## config.mk

```make
export PLATFORM = sky130hd
export DESIGN_NAME = apb_timer
export DESIGN_NICKNAME = d
export VERILOG_FILES = /design/src/rtl/apb_timer.sv
export SDC_FILE = /design/constraint.sdc
export NUM_CORES = 1
export LEC_CHECK = 0
export BUFFER_PORTS_ARGS = -buffer_cell sky130_fd_sc_hd__buf_4
export CAP_MARGIN = 20
export CORE_MARGIN = 5
export CORE_UTILIZATION = 40
export DETAILED_ROUTE_END_ITERATION = 7
export SYNTH_ARGS = -nofsm -noshare
export SYNTH_HDL_FRONTEND = slang
export SYNTH_SLANG_ARGS = --single-unit
```

## constraint.sdc

```tcl
create_clock -name clk -period 4.3 [get_ports clk]
set_clock_uncertainty 0.15 [all_clocks]
set_input_delay 0.215 -clock clk [delete_from_list [all_inputs] [get_ports clk]]
set_output_delay 0.215 -clock clk [all_outputs]
set_load 0.02 [all_outputs]
```

## src/rtl/apb_timer.sv

```systemverilog
// rtl/apb_timer.sv - APB3 prescaled 32-bit timer/compare with level irq; APB_TIMER_WAIT_EN adds one wait state
module apb_timer #(
  parameter int          PRESCALE_W  = 16,
  parameter logic [31:0] COMPARE_RST = 32'hFFFF_FFFF
) (
  input  logic        clk,
  input  logic        rst,
  input  logic        PSEL,
  input  logic        PENABLE,
  input  logic        PWRITE,
  input  logic [11:0] PADDR,
  input  logic [31:0] PWDATA,
  output logic [31:0] PRDATA,
  output logic        PREADY,
  output logic        PSLVERR,
  output logic        irq
);

`ifdef APB_TIMER_WAIT_EN
  typedef enum logic [1:0] {IDLE, ACCESS, WAIT} state_t;
`else
  typedef enum logic [1:0] {IDLE, ACCESS} state_t;
`endif

  state_t                  state;
  logic                    err_q;
  logic                    en, autoreload, irqen, match;
  logic [PRESCALE_W-1:0]   prescale, pc;
  logic [31:0]             prescale_ext;
  logic [31:0]             count, compare;
  logic                    setup_req, in_done, start;
  logic                    addr_err;
  logic [31:0]             rd_mux;
  logic                    wr_hit, wr_ctrl, wr_prescale, wr_count, wr_compare, wr_status;
  logic                    tick, hit;

  // Address decode, read mux and the setup/completion conditions of the bus FSM
  always_comb begin
    prescale_ext = '0;
    prescale_ext[PRESCALE_W-1:0] = prescale;
    setup_req = PSEL & ~PENABLE;
`ifdef APB_TIMER_WAIT_EN
    in_done = (state == WAIT);
`else
    in_done = (state == ACCESS);
`endif
    // A new setup is accepted from IDLE or straight out of a completing cycle.
    start = setup_req & ((state == IDLE) | in_done);
    addr_err = (PADDR[1:0] != 2'd0) | (PADDR[11:5] != 7'd0) | (PADDR[4:2] > 3'd4);
    rd_mux = '0;
    if (!addr_err) begin
      case (PADDR[4:2])
        3'd0:    rd_mux = {29'd0, irqen, autoreload, en};
        3'd1:    rd_mux = prescale_ext;
        3'd2:    rd_mux = count;
        3'd3:    rd_mux = compare;
        3'd4:    rd_mux = {31'd0, match};
        default: rd_mux = '0;
      endcase
    end
  end

  // Write strobes: a write lands on the edge ending the cycle with PREADY high
  always_comb begin
    wr_hit      = PREADY & PSEL & PENABLE & PWRITE & ~err_q;
    wr_ctrl     = wr_hit & (PADDR[4:2] == 3'd0);
    wr_prescale = wr_hit & (PADDR[4:2] == 3'd1);
    wr_count    = wr_hit & (PADDR[4:2] == 3'd2);
    wr_compare  = wr_hit & (PADDR[4:2] == 3'd3);
    wr_status   = wr_hit & (PADDR[4:2] == 3'd4);
    // Clearing EN by a CTRL write swallows a tick due in the same cycle.
    tick = en & (pc == prescale) & ~(wr_ctrl & ~PWDATA[0]);
    hit  = tick & (count == compare);
  end

  // APB completer FSM with registered PRDATA/PREADY/PSLVERR
  always_ff @(posedge clk) begin
    if (!rst) begin
      state   <= IDLE;
      err_q   <= 1'b0;
      PRDATA  <= '0;
      PREADY  <= 1'b0;
      PSLVERR <= 1'b0;
    end else if (start) begin
      state  <= ACCESS;
      err_q  <= addr_err;
      PRDATA <= rd_mux;
`ifdef APB_TIMER_WAIT_EN
      PREADY  <= 1'b0;
      PSLVERR <= 1'b0;
`else
      PREADY  <= 1'b1;
      PSLVERR <= addr_err;
`endif
    end
`ifdef APB_TIMER_WAIT_EN
    else if (state == ACCESS && PSEL) begin
      state   <= WAIT;
      PRDATA  <= rd_mux;
      PREADY  <= 1'b1;
      PSLVERR <= err_q;
    end
`endif
    else begin
      state   <= IDLE;
      PREADY  <= 1'b0;
      PSLVERR <= 1'b0;
    end
  end

  // Timer registers: prescaler, counter, compare/match and the interrupt level
  always_ff @(posedge clk) begin
    if (!rst) begin
      en         <= 1'b0;
      autoreload <= 1'b0;
      irqen      <= 1'b0;
      prescale   <= '0;
      pc         <= '0;
      count      <= '0;
      compare    <= COMPARE_RST;
      match      <= 1'b0;
      irq        <= 1'b0;
    end else begin
      irq <= match & irqen;

      if (wr_ctrl | wr_prescale | tick) begin
        pc <= '0;
      end else if (en) begin
        pc <= pc + 1'b1;
      end

      // A bus write to COUNT overrides whatever the tick would have done.
      if (wr_count) begin
        count <= PWDATA;
      end else if (hit) begin
        if (autoreload) count <= '0;
      end else if (tick) begin
        count <= count + 32'd1;
      end

      if (wr_ctrl) begin
        {irqen, autoreload, en} <= PWDATA[2:0];
      end else if (hit & ~autoreload) begin
        en <= 1'b0;
      end

      if (wr_prescale) prescale <= PWDATA[PRESCALE_W-1:0];
      if (wr_compare)  compare  <= PWDATA;

      // A fresh match beats a simultaneous write-1-to-clear.
      if (hit) begin
        match <= 1'b1;
      end else if (wr_status & PWDATA[0]) begin
        match <= 1'b0;
      end
    end
  end

endmodule

```

After elaboration in Yosys (flattened, before gate mapping)
Index checks and enable logic that the tools add are counted.
{"block": "word_totals", "latch_bits": 0, "ramBits": 0, "mem_bits_ro": 0, "n_memories": 0, "inputBits": 49, "register_bits": 138}
{"block": "classes", "n_div": 0, "multipliers": 0, "reduce_logical": 10, "addsub": 2, "shift": 0, "magnitude_cmp": 1, "eq_ne": 8, "n_mux": 12, "bitwise_logic": 29}
{"op": "$mux 32", "n": 5}
{"op": "$pmux 32 s5", "n": 1}
{"op": "$add 32x1->32 const B", "n": 1}
{"op": "$eq 32x32->1", "n": 1}
{"op": "$and 1x1->1", "n": 18}
{"op": "$add 16x1->16 const B", "n": 1}
{"op": "$eq 16x16->1", "n": 1}
{"op": "$reduce_bool 7->1", "n": 1}
{"op": "$eq 3x2->1 const B", "n": 2}
{"op": "$mux 1", "n": 6}
{"op": "$not 1->1", "n": 6}
{"op": "$reduce_bool 2->1", "n": 3}
{"op": "$or 1x1->1", "n": 5}
{"op": "$reduce_and 2->1", "n": 2}
{"op": "$eq 3x1->1 const B", "n": 1}
{"op": "$eq 3x3->1 const B", "n": 1}
{"op": "$gt 3x3->1 const B", "n": 1}
{"op": "$logic_not 3->1", "n": 1}
{"op": "$ne 3x3->1 const B", "n": 1}
{"op": "$reduce_bool 3->1", "n": 1}
{"op": "$eq 2x1->1 const B", "n": 1}
{"op": "$logic_not 2->1", "n": 1}
{"op": "$reduce_or 2->1", "n": 1}

Logic depth before layout (Yosys ltp)
{"block": "depth", "ltp_word": 12, "mapped_depth": 9, "depth_no_buf": 8}

Worst setup path after synthesis
No wires, ideal clock.
{"block": "synth_path", "path_type": "reg2reg", "start": "reg count[19]", "end": "reg count[13]", "slack_ns": 2.165, "required_ns": 4.034, "setup_time_ns": 0.116, "t_arrival_ns": 1.869, "stages_incl_launch_ff": 10, "path_cell_list": "dfxtp_1 > buf_6 > xnor2_2 > nand4_1 > nor4_4 > and2_1 > buf_6 > nor2_4 > a221o_1 > and3_1"}
{"block": "synth_between", "elab_chain_cells": 4, "word_cells_on_any_way": 7}
{"item": "from (decl)", "line": "30", "source": "logic [31:0] count, compare;"}
{"item": "from (signal assigned)", "line": "138", "source": "count <= count + 32'd1;"}
{"item": "$eq 32x32->1 *", "line": "73", "source": "hit = tick & (count == compare);"}
{"item": "$and 1x1->1 *", "line": "73"}
{"item": "$ne 3x3->1 (no line) (tied with other cells)"}
{"item": "$reduce_and 2->1 (no line) or $mux 32 (tied branches)"}
Every way passes the cells marked *; elsewhere a longest branch is shown, timed or not.
A chain may end at the register's enable or synchronous reset.

Final worst setup path
{"block": "layout_path", "start": "in PADDR[3]", "end": "reg count[30]"}
{"block": "layout_between", "elab_chain_cells": 8, "word_cells_on_any_way": 13}
{"item": "from (decl)", "line": "11", "source": "input logic [11:0] PADDR,"}
{"item": "$logic_not 3->1", "line": "66", "source": "wr_ctrl = wr_hit & (PADDR[4:2] == 3'd0);"}
{"item": "$and 1x1->1", "line": "66"}
{"item": "$and 1x1->1", "line": "72", "source": "tick = en & (pc == prescale) & ~(wr_ctrl & ~PWDATA[0]);"}
{"item": "$not 1->1", "line": "72"}
{"item": "$and 1x1->1", "line": "72"}
{"item": "$and 1x1->1", "line": "73"}
{"item": "$ne 3x3->1 (no line) (tied with other cells)"}
{"item": "$reduce_and 2->1 (no line) or $mux 32 (tied branches)"}
Parallel ways exist; a longest one is shown, timed or not.

==> impl_metrics.csv <==
group,metric,value,unit
outcome,status,"completed",
clocking,clock_sinks,136,
grt,gr-total-overflow,0,
clocking,cts_tree,"done",
floorplan,fp.dieH,145,um
worst_hold_path,holdPathEnd,"match$_SDFFE_PN0P_",
logic_synthesis,synth_fp_nets,948,
logic_synthesis,avgSynthCellArea,8.11,um^2
route,vias,6846,
clocking,clockBufferDepth,2,
setup_path,path_max_fanout,28,
floorplan,io_pins,84,
timing,hold_viol,0,
timing,fin_crit_sh,67.9,%
final_layout,drive_above_1_share,16.6,%
logic_synthesis,synth-warning-count,0,
logic_synthesis,synthCells,897,
final_layout,seqCellArea,2720,um^2
clocking,root_buffer,"clkbuf_16",
logic_synthesis,synth_common_cells,"dfxtp_1, nand2_1, nor2_1",
grt,antenna_found_initial,0,
timing,slew_headroom,31.6,%
power_and_ir_drop,sw_frac_of_total,24.2,%
logic_synthesis,yosys.cell_count.top_type,"dfxtp_1",
clocking,clk_latency,430,ps
power_and_ir_drop,finalPower,2.97,mW
worst_hold_path,hp-class,"primary input to flop",
timing,tightestPinTransition,1030,ps
logic_synthesis,ys.flop_type,"dfxtp_1",
place,dp_cells,1146,
grt,track_usage,23.3,%
setup_path,reg2reg_to,"count[30]$_SDFFE_PN0P_",
route,totalWireLength,24000,um
grt,grt_pass1_wl,37500,um
power_and_ir_drop,p_int,2.25,mW
timing,final-setup-viol-count,0,
setup_path,endpoint_kind,"flop",
final_layout,multi_input_area,4200,um^2
logic_synthesis,seq_area_frac_synth,37.4,%
setup_path,cp.arrival,3090,ps
floorplan,rows,49,
logic_synthesis,synth-edff-count,0,
logic_synthesis,synth_top_area_share,37.4,%
route,firstDrtPassIters,8,
final_layout,antenna_cells,0,
power_and_ir_drop,p_leak,3.33,nW
power_and_ir_drop,powerDensity,336,nW/um^2
timing,setup-tns-final,0,ps
power_and_ir_drop,p_sw,721,uW
logic_synthesis,syn_area,7270,um^2
route,detail-route-antenna-nets,0,
place,hpwl,17100,um
setup_path,crit_type,"primary input to flop",
power_and_ir_drop,seqPwrFrac,43.3,%
final_layout,final_cells,1210,
power_and_ir_drop,pwr-share-clk,50.3,%
grt,grt_pass1_vias,6468,
final_layout,area_delta_synth_final,21.5,%
clocking,cts_buffers,17,
floorplan,design.core.area,17900,um^2
setup_path,cp.required,4470,ps
setup_path,ff2ff_setup_slack,1450,ps
logic_synthesis,ys_ff_latch,136,
timing,max_freq,343,MHz
power_and_ir_drop,p_comb_share,6.4,%
place,port_buffers,83,
logic_synthesis,synth-async-reset-ratio,0,%
clocking,clk_pin_slew,60,ps
worst_hold_path,hold_depth,4,
setup_path,startpoint_type,"primary input",
clocking,htree_levels,4,
job,drv_cap,0,
final_layout,fillCellCount,1729,
route,drc,0,
timing,period_needed,2920,ps
place,place_congestion,0.903,
power_and_ir_drop,peakVddDrop,255,uV
setup_path,startpoint,"PADDR[3]",
worst_hold_path,min_from,"PADDR[4]",
final_layout,fin_nets,1019,
timing,rsz0062_at_grt,"false",
logic_synthesis,synth_top_cell_by_area,"dfxtp_1",
floorplan,die-width,145,um
setup_path,reg2reg_from,"count[7]$_SDFFE_PN0P_",
route,viasPerCell,5.66,
route,routedWlPerCell,19.8,um
setup_path,rr_worst_depth,7,
timing,maxSlewViolCount,0,
route,drtIter0Drc,591,
logic_synthesis,synth.distinct_cells,71,
floorplan,initial_utilization,40.6,%
floorplan,die_area,21000,um^2
logic_synthesis,synthTopCellsByArea,"dfxtp_1, xnor2_1, nand2_1",
grt,grt_max_degree,64,
==> worst max-delay path: stages <==
cell      delay, ps
buf_4           270
and2b_1         500
nor2b_1         670
nand2_4         360
nand4_2         240
nand2b_1        410
o31ai_1         150
a22o_1          250
==> state kept, by name, summed over array words and instances, names as in the netlist <==
| register | cells |
|---|---|
| err_q | 1 |
| PSLVERR | 1 |
| irqen | 1 |
| PRDATA | 32 |
| match | 1 |
| compare | 32 |
| PREADY | 1 |
| autoreload | 1 |
| prescale | 16 |
| irq | 1 |
| pc | 16 |
| en | 1 |
| count | 32 |
==> per-layer routing <==
layer	GRT usage, %	vias up	routed length [um]
li1	-	3330	-
met1	31.5	3185	10600
met2	37.1	272	11000
met3	4.44	59	1630
met4	8.44	0	749
met5	0	-	0
==> what timing repair did <==
item / CTS / global route
hold buffers: 32 / 0
hold endpoints to repair: 72 / 0
gates resized for setup: 0 / 0
buffers inserted: 0 / 0
==> power groups by stage <==
stage | combinational, mW | clock (mW) | sequential (mW)
floorplan | 0.105 | 0 | 1.30
global placement | 0.165 | 0 | 1.32
detailed placement | 0.165 | 0 | 1.32
CTS | 0.189 | 1.52 | 1.29
global route | 0.205 | 1.58 | 1.29
finish | 0.190 | 1.49 | 1.29
==> how the worst max path moves through the flow <==
| stage | cells past startpoint | slack, ps | to |
|---|---|---|---|
| 2_1_floorplan | 9 | 2170 | count[13]$_SDFFE_PN0P_ |
| 3_3_place_gp | 9 | 1120 | count[30]$_SDFFE_PN0P_ |
| 3_5_place_dp | 9 | 1030 | count[30]$_SDFFE_PN0P_ |
| 4_1_cts | 7 | 1450 | count[23]$_SDFFE_PN0P_ |
| 5_1_grt | 8 | 1150 | count[24]$_SDFFE_PN0P_ |
| 6_report | 8 | 1380 | count[30]$_SDFFE_PN0P_ |
==> per-stage QoR <==
step / worst slack [ps] / hold WS [ps] / area [um^2] / util (%)
after floorplan: 2170 / 189 / 7270 / -
after global placement: 1120 / 285 / 7920 / 44.2
after detailed placement: 1030 / 291 / 7920 / 44.2
after CTS: 1450 / 73.5 / 8830 / 49.3
after global routing: 1150 / 113 / 8830 / 49.3
final: 1380 / 78.9 / 8830 / 49.3
==> cell usage in the layout (no fill, tap or decap), drive strengths merged, types with 21 or more instances in the layout <==
master	n
a22oi	36
dfxtp	136
nor2	106
nor3	33
and3	21
nand2	117
xnor2	59
o21ai	31
dlygate4sd3	32
nand3	62
nand4	34
buf	92
a21oi	46
==> cell families (layout without fill, tap and decap cells) <==
kind of cell	after synthesis	after routing	synth area share, %
AND/OR/NAND/NOR	418	418	28.3
multiplexers	35	35	5.40
AO/OA/AOI/OAI	158	158	14.6
adder cells (fa/ha/maj)	2	2	0.344
XOR/XNOR	72	72	8.88
buffers and inverters	76	160	5.02
flip-flops	136	136	37.4
==> final cells by class <==
cell class | count | share of cell area (%)
Multi-Input combinational cell | 685 | 47.5
Sequential cell | 136 | 30.8
Timing Repair Buffer | 124 | 11.4
Clock buffer | 20 | 5.17
Tap cell | 229 | 3.24
Clock inverter | 12 | 1.60
Inverter | 4 | 0.170
Power figures use the tool's default switching activity.
